===== src/rtl/pfe_pkg.sv =====
// Shared definitions for the prefetch fan-out engine: op field positions,
// saturating add and stats slice indexing.
package pfe_pkg;

   localparam int PFE_TO_DC_BIT   = 0;
   localparam int PFE_TO_L2_BIT   = 1;
   localparam int PFE_DEDUP_CNT_W = 16;

   function automatic int pipe_bits(input int npipe);
      return (npipe > 1) ? $clog2(npipe) : 1;
   endfunction

   // Bit offset of counter k of pipe p inside a packed per-pipe stats bus.
   function automatic int stat_lsb(input int pipe, input int k,
                                   input int stat_w, input int cnt_w);
      return pipe * stat_w + k * cnt_w;
   endfunction

   function automatic logic [31:0] sat_add(input logic [31:0] a,
                                           input logic [31:0] b,
                                           input int unsigned w);
      logic [32:0] sum;
      logic [32:0] lim;
      sum = {1'b0, a} + {1'b0, b};
      lim = (33'd1 << w) - 33'd1;
      return (sum > lim) ? lim[31:0] : sum[31:0];
   endfunction

endpackage


===== src/rtl/pfe_chan_fifo.sv =====
// Per-channel skid FIFO with valid/retry output handshake and a registered
// full flag; push is ignored while full.
module pfe_chan_fifo #(
   parameter int OP_W  = 128,
   parameter int DEPTH = 2
) (
   input  logic            clk,
   input  logic            reset,
   input  logic            i_push,
   input  logic [OP_W-1:0] i_data,
   output logic            o_full,
   output logic            o_valid,
   input  logic            i_retry,
   output logic [OP_W-1:0] o_data
);

   localparam int PTR_W = $clog2(DEPTH);
   localparam int CNT_W = PTR_W + 1;

   logic [OP_W-1:0]  r_mem [DEPTH];
   logic [PTR_W-1:0] r_rd_ptr;
   logic [PTR_W-1:0] r_wr_ptr;
   logic [CNT_W-1:0] r_count;
   logic             w_push;
   logic             w_pop;

   assign o_full  = (r_count == CNT_W'(DEPTH));
   assign o_valid = (r_count != '0);
   assign o_data  = r_mem[r_rd_ptr];
   assign w_push  = i_push && !o_full;
   assign w_pop   = o_valid && !i_retry;

   always_ff @(posedge clk or posedge reset) begin
      if (reset) begin
         r_rd_ptr <= '0;
         r_wr_ptr <= '0;
         r_count  <= '0;
      end else begin
         if (w_push) r_wr_ptr <= r_wr_ptr + PTR_W'(1);
         if (w_pop)  r_rd_ptr <= r_rd_ptr + PTR_W'(1);
         case ({w_push, w_pop})
            2'b10:   r_count <= r_count + CNT_W'(1);
            2'b01:   r_count <= r_count - CNT_W'(1);
            default: r_count <= r_count;
         endcase
      end
   end

   // NOTE: storage is deliberately not reset; r_count gates o_valid, so a
   // stale entry is never presented downstream.
   always_ff @(posedge clk) begin
      if (w_push) r_mem[r_wr_ptr] <= i_data;
   end

endmodule


===== src/rtl/pf_fanout_engine.sv =====
// Routes prefetch ops to per-pipe DC/L2 request FIFOs and aggregates per-pipe
// stats into saturating totals. Optional duplicate filter: PFE_DEDUP_EN.
module pf_fanout_engine
   import pfe_pkg::*;
#(
   parameter int  NPIPE   = 2,
   parameter int  OP_W    = 128,
   parameter int  SEL_LSB = 8,
   parameter int  DEPTH   = 2,
   parameter int  NCNT    = 7,
   parameter int  CNT_W   = 8,
   localparam int PIPE_B  = pipe_bits(NPIPE),
   localparam int STAT_W  = NCNT * CNT_W
) (
   input  logic                    clk,
   input  logic                    reset,
   input  logic                    pfgtopfe_op_valid,
   output logic                    pfgtopfe_op_retry,
   input  logic [OP_W-1:0]         pfgtopfe_op,
   output logic [NPIPE-1:0]        pftodc_req_valid,
   input  logic [NPIPE-1:0]        pftodc_req_retry,
   output logic [NPIPE*OP_W-1:0]   pftodc_req,
   output logic [NPIPE-1:0]        pftol2_req_valid,
   input  logic [NPIPE-1:0]        pftol2_req_retry,
   output logic [NPIPE*OP_W-1:0]   pftol2_req,
   input  logic [NPIPE*STAT_W-1:0] pfN_dcstats_in,
   input  logic [NPIPE*STAT_W-1:0] pfN_l2stats_in,
   output logic [STAT_W-1:0]       pf_dcstats,
   output logic [STAT_W-1:0]       pf_l2stats
`ifdef PFE_DEDUP_EN
   ,
   output logic [PFE_DEDUP_CNT_W-1:0] pfe_dedup_cnt
`endif
);

   logic [PIPE_B-1:0] w_sel;
   logic              w_to_dc;
   logic              w_to_l2;
   logic [NPIPE-1:0]  w_dc_full;
   logic [NPIPE-1:0]  w_l2_full;
   logic              w_tgt_full;
   logic              w_dup;
   logic              w_accept;
   logic              w_push_ok;
   logic [STAT_W-1:0] w_dc_sum;
   logic [STAT_W-1:0] w_l2_sum;
   logic [STAT_W-1:0] r_dcstats;
   logic [STAT_W-1:0] r_l2stats;

   if (NPIPE == 1) begin : g_sel_one
      assign w_sel = '0;
   end else begin : g_sel_many
      assign w_sel = pfgtopfe_op[SEL_LSB +: PIPE_B];
   end

   assign w_to_dc = pfgtopfe_op[PFE_TO_DC_BIT];
   assign w_to_l2 = pfgtopfe_op[PFE_TO_L2_BIT];

   // Full flags are registered, so retry never sees a same-cycle pop.
   assign w_tgt_full        = (w_to_dc && w_dc_full[w_sel]) || (w_to_l2 && w_l2_full[w_sel]);
   assign w_accept          = pfgtopfe_op_valid && (w_dup || !w_tgt_full);
   assign w_push_ok         = w_accept && !w_dup;
   assign pfgtopfe_op_retry = pfgtopfe_op_valid && !w_accept;

   for (genvar gi = 0; gi < NPIPE; gi++) begin : g_pipe
      logic w_dc_push;
      logic w_l2_push;

      assign w_dc_push = w_push_ok && w_to_dc && (w_sel == PIPE_B'(gi));
      assign w_l2_push = w_push_ok && w_to_l2 && (w_sel == PIPE_B'(gi));

      pfe_chan_fifo #(.OP_W(OP_W), .DEPTH(DEPTH)) u_dc_fifo (
         .clk     (clk),
         .reset   (reset),
         .i_push  (w_dc_push),
         .i_data  (pfgtopfe_op),
         .o_full  (w_dc_full[gi]),
         .o_valid (pftodc_req_valid[gi]),
         .i_retry (pftodc_req_retry[gi]),
         .o_data  (pftodc_req[gi*OP_W +: OP_W])
      );

      pfe_chan_fifo #(.OP_W(OP_W), .DEPTH(DEPTH)) u_l2_fifo (
         .clk     (clk),
         .reset   (reset),
         .i_push  (w_l2_push),
         .i_data  (pfgtopfe_op),
         .o_full  (w_l2_full[gi]),
         .o_valid (pftol2_req_valid[gi]),
         .i_retry (pftol2_req_retry[gi]),
         .o_data  (pftol2_req[gi*OP_W +: OP_W])
      );
   end

`ifdef PFE_DEDUP_EN
   localparam int KEY_W = OP_W - SEL_LSB;

   logic [KEY_W-1:0]           r_last_key [NPIPE];
   logic [NPIPE-1:0]           r_last_vld;
   logic [PFE_DEDUP_CNT_W-1:0] r_dedup_cnt;

   assign w_dup = pfgtopfe_op_valid && r_last_vld[w_sel] &&
                  (r_last_key[w_sel] == pfgtopfe_op[OP_W-1:SEL_LSB]);

   always_ff @(posedge clk or posedge reset) begin
      if (reset) begin
         r_last_vld  <= '0;
         r_dedup_cnt <= '0;
      end else begin
         if (w_accept) r_last_vld[w_sel] <= 1'b1;
         if (w_dup && (r_dedup_cnt != '1)) r_dedup_cnt <= r_dedup_cnt + PFE_DEDUP_CNT_W'(1);
      end
   end

   always_ff @(posedge clk) begin
      if (w_accept) r_last_key[w_sel] <= pfgtopfe_op[OP_W-1:SEL_LSB];
   end

   assign pfe_dedup_cnt = r_dedup_cnt;
`else
   assign w_dup = 1'b0;
`endif

   // Saturating at every step gives the same result as clamping the full
   // CNT_W+PIPE_B-bit sum, because all addends are non-negative.
   always_comb begin
      // NOTE: defaults first so every path assigns the sums and no latch forms.
      w_dc_sum = '0;
      w_l2_sum = '0;
      for (int k = 0; k < NCNT; k++) begin
         for (int i = 0; i < NPIPE; i++) begin
            w_dc_sum[k*CNT_W +: CNT_W] = CNT_W'(sat_add(
               32'(w_dc_sum[k*CNT_W +: CNT_W]),
               32'(pfN_dcstats_in[stat_lsb(i, k, STAT_W, CNT_W) +: CNT_W]), CNT_W));
            w_l2_sum[k*CNT_W +: CNT_W] = CNT_W'(sat_add(
               32'(w_l2_sum[k*CNT_W +: CNT_W]),
               32'(pfN_l2stats_in[stat_lsb(i, k, STAT_W, CNT_W) +: CNT_W]), CNT_W));
         end
      end
   end

   always_ff @(posedge clk or posedge reset) begin
      if (reset) begin
         r_dcstats <= '0;
         r_l2stats <= '0;
      end else begin
         r_dcstats <= w_dc_sum;
         r_l2stats <= w_l2_sum;
      end
   end

   assign pf_dcstats = r_dcstats;
   assign pf_l2stats = r_l2stats;

endmodule


===== config.mk =====
export PLATFORM = sky130hd
export DESIGN_NAME = pf_fanout_engine
export DESIGN_NICKNAME = d
export VERILOG_FILES = /design/src/rtl/pfe_pkg.sv /design/src/rtl/pfe_chan_fifo.sv /design/src/rtl/pf_fanout_engine.sv
export SDC_FILE = /design/constraint.sdc
export NUM_CORES = 1
export LEC_CHECK = 0
export CAP_MARGIN = 10
export CORE_MARGIN = 10
export CORE_UTILIZATION = 28
export DETAILED_ROUTE_END_ITERATION = 8
export HOLD_SLACK_MARGIN = 0.1
export PLACE_DENSITY = 0.56
export SETUP_SLACK_MARGIN = 0.2
export SYNTH_ARGS = -nofsm -noshare
export SYNTH_HDL_FRONTEND = slang
export SYNTH_SLANG_ARGS = --single-unit

===== constraint.sdc =====
create_clock -name clk -period 8.26 [get_ports clk]
set_input_delay 1.239 -clock clk [delete_from_list [all_inputs] [get_ports clk]]
set_output_delay 1.239 -clock clk [all_outputs]
set_load 0.02 [all_outputs]

==> results.rst <==
.. list-table::
   :header-rows: 1

   * - Metric
     - Value
   * - H-tree levels
     - 4
   * - Maximum count of clock buffers along a single path
     - 3
   * - Classification of the worst-slack hold path
     - register to register
   * - Shortest period the worst path allows
     - 4.95 ns
   * - Data required time at the worst endpoint
     - 7.02 ns
   * - Transition time of the tightest slew-check pin
     - 1.17 ns
   * - Path type of the worst setup path
     - register to primary output
   * - First-pass GRT wire length
     - 205 mm
   * - GRT met2 Usage
     - 0.280
   * - Gate Count Post-Synth
     - 2490
   * - GRT Max-Usage Layer
     - met2
   * - Ratio of total power to cell area
     - 299 nW/um2
   * - Final hold violations
     - 0
   * - Core box area
     - 163000 um2
   * - Total CTS buffers
     - 130
   * - End of the worst register-to-register path
     - g_pipe[1].u_dc_fifo.r_mem[0][75]
   * - Startpoint of the tightest hold check path
     - g_pipe[1].u_l2_fifo.r_wr_ptr
   * - Endpoint of the worst hold-timing path
     - g_pipe[1].u_l2_fifo.r_wr_ptr
   * - Total grt overflow
     - 0
   * - Gp weighted congestion
     - 0.817
   * - Die Footprint
     - 181000 um2
   * - Seq/Total Area, Yosys
     - 0.739
   * - Hold bufs inserted after CTS
     - 0
   * - Worst slew margin
     - 0.218
   * - First-pass DRT Iterations
     - 5
   * - Hold Path Depth
     - 1
   * - Pleak
     - 21.4 nW
   * - Count of cells along the worst register-to-register path
     - 7
   * - Maximum number of pins on one net before global-route repair
     - 129
   * - Layout Nets
     - 4067
   * - Ratio of cells with drive above 1 in the final layout
     - 0.0889
   * - Kind of start point of the critical path
     - register
   * - Synthesis Warnings
     - 0
   * - Post-Syn Area
     - 45900 um2
   * - Clock latency reported for the late side of the worst-skew pair
     - 0.76 ns
   * - Via count of the first global-routing pass
     - 27600
   * - Via count
     - 26600
   * - Total routing resource utilization after global routing
     - 0.157
   * - Sum Neg Setup Slack
     - 0 ns
   * - Slack of the worst reg-to-reg path
     - 5.00 ns
   * - Overall die height
     - 425 um
   * - Run status
     - finished clean
   * - Placed Cells incl. Taps
     - 5621
   * - Final setup fails
     - 0
   * - Boundary Pins
     - 988
   * - Post-CTS setup buffer count
     - 0
   * - Dominant synthesized flop cell
     - edfxtp_1
   * - Routed length per instance
     - 25.1 um
   * - Worst reg2reg path startpoint
     - g_pipe[1].u_l2_fifo.r_count[0]
   * - Initial cell density of the core
     - 0.282
   * - Synth-to-layout area growth
     - 36.6%
   * - Clock Sinks
     - 1152
   * - Global Route met1 Usage
     - 0.165
   * - Post-cts gate resize count
     - 0
   * - Number of standard-cell rows in the floorplan
     - 148
   * - # Max-Cap Violations
     - 0
   * - Number of antenna violations at the first check in global routing
     - 14
   * - Endpoint class of the critical path
     - primary output
   * - Via-per-instance ratio
     - 4.54
   * - DRC marker count from the first detailed-route iteration
     - 1463
   * - HPWL Detailed
     - 105 mm
   * - Synth async-reset ratio
     - 0.111
   * - Reg clk slew, reported paths
     - 0.06 ns
   * - Syn Area/Cell
     - 18.5 um2
   * - Max rail drop VDD
     - 0.194 mV
   * - Number of nets produced by synthesis
     - 2979
   * - Flip-flop and latch count after synthesis
     - 1152
   * - Signal arrival time at the worst endpoint
     - 3.72 ns
   * - Pins over their slew limit
     - 0
   * - Routed WL
     - 147 mm
   * - Maximum fanout count along the critical path
     - 58
   * - Clk root buf
     - clkbuf_16
   * - Post-layout total power
     - 18.8 mW
   * - Non-filler instance count after layout
     - 5858
   * - Post-synth EDFFs
     - 1024
   * - Die width
     - 425 um
   * - Final critical-path share of the clock period
     - 0.600
   * - Unrepaired setup endpoints after global routing
     - false
   * - Port buffer count
     - 987
   * - Achievable frequency
     - 202 MHz
   * - Clk_skew
     - 0.0417 ns
   * - Fill cell count
     - 15100
   * - Number of distinct standard cells referenced by the synthesized netlist
     - 41
   * - DRC errors left
     - 0
   * - Remaining antenna violation count after routing
     - 0
   * - Met3 track utilization from global routing
     - 0.0543
   * - TritonCTS clock tree
     - yes
[synthesized netlist by cell type (28+ instances only)]
master	number	area (um2)
nand2b_1	28	175
o21bai_1	28	210
o21ai_1	70	350
a21oi_1	68	340
mux2i_1	30	300
ha_1	116	1450
a211oi_1	40	300
buf_2	52	260
a21boi_1	29	218
dfrtp_1	128	3200
mux2_1	440	4950
a21o_1	34	255
mux2_2	72	811
nor2_1	72	270
xnor2_1	30	263
nand2_1	42	158
edfxtp_1	1024	30700
[flip-flops by register name, summed over array words and instances (netlist names)]
register and count:
g_pipe.u_dc_fifo.r_mem 512, g_pipe.u_l2_fifo.r_mem 512, pf_dcstats 56, pf_l2stats 56, g_pipe.u_dc_fifo.r_count 4, g_pipe.u_l2_fifo.r_count 4
g_pipe.u_dc_fifo.r_rd_ptr 2, g_pipe.u_dc_fifo.r_wr_ptr 2, g_pipe.u_l2_fifo.r_rd_ptr 2, g_pipe.u_l2_fifo.r_wr_ptr 2
[report_power, final]
part / internal (mW) / switching (mW) / leakage, nW
registers: 6.86 / 0.348 / 10.7
clock network: 3.23 / 2.36 / 2.02
logic: 2.61 / 3.37 / 8.75
[cell type report]
type                    count  area, um2  area share
clock inverters            59        621     0.00989
clock buffers             173       3540      0.0564
well taps                2175       2720      0.0434
multi-input cells        1269      11700       0.187
inverters                   9       38.8    0.000618
flip-flops and latches   1152      34000       0.541
repair buffers           1016      10100       0.162
diodes                      5       12.5    0.000199
[worst max path at each step]
stage / startpoint / end / slack (ns) / cells after the start
4_1_cts: g_pipe[1].u_l2_fifo.r_rd_ptr / pftol2_req[243] / 3.14 / 3
3_3_place_gp: pfgtopfe_op[8] / g_pipe[1].u_dc_fifo.r_mem[0][107] / 3.45 / 8
6_report: g_pipe[1].u_l2_fifo.r_rd_ptr / pftol2_req[250] / 3.31 / 3
3_5_place_dp: pfgtopfe_op[8] / g_pipe[1].u_dc_fifo.r_mem[0][107] / 3.42 / 8
2_1_floorplan: pfgtopfe_op[8] / g_pipe[0].u_dc_fifo.r_mem[0][0] / 0.49 / 4
5_1_grt: g_pipe[1].u_l2_fifo.r_rd_ptr / pftol2_req[250] / 3.10 / 3
[critical path: stages, from the launching register on]
cell and delay, ns:
dfrtp_4 0.92, buf_4 0.86, mux2_2 0.42, clkdlybuf4s50_1 0.59
[cells in the final DEF, fill, tap and decap left out, types with 40 or more instances in the layout]
cell             count
a21oi_1             68
o21ai_1             70
ha_1               116
nand2_1             42
a211oi_1            40
clkdlybuf4s50_1    987
nor2_1              64
edfxtp_1          1024
dfrtp_1            124
mux2_2              72
mux2_1             440
clkbuf_16          133
[logic make-up after synthesis]
kind of cell | share of synthesized area
muxes | 0.132
AOI/OAI and AO/OA | 0.0587
and+or+nand+nor | 0.0187
xor gates and xnor gates | 0.00648
buffers and inverters | 0.00738
adders and majority gates | 0.0377
DFF | 0.739
[through the flow]
step	setup slack (ns)	instance area (um2)	util	hold slack, ns
final	3.31	62800	0.385	0.548
after global routing	3.10	62800	0.385	0.568
after CTS	3.14	62700	0.385	0.551
after detailed placement	3.42	58600	0.360	0.539
after global placement	3.45	58600	0.360	0.538
after floorplan	0.490	45900	-	0.468
[metal layers]
metal / up-vias / share of wire / routed length (um)
met5: - / 0.00045 / 66
met2: 871 / 0.52 / 76300
li1: 12000 / - / -
met1: 13500 / 0.36 / 52900
met4: 12 / 0.044 / 6490
met3: 216 / 0.078 / 11500
(Power assumes the default switching activity.)
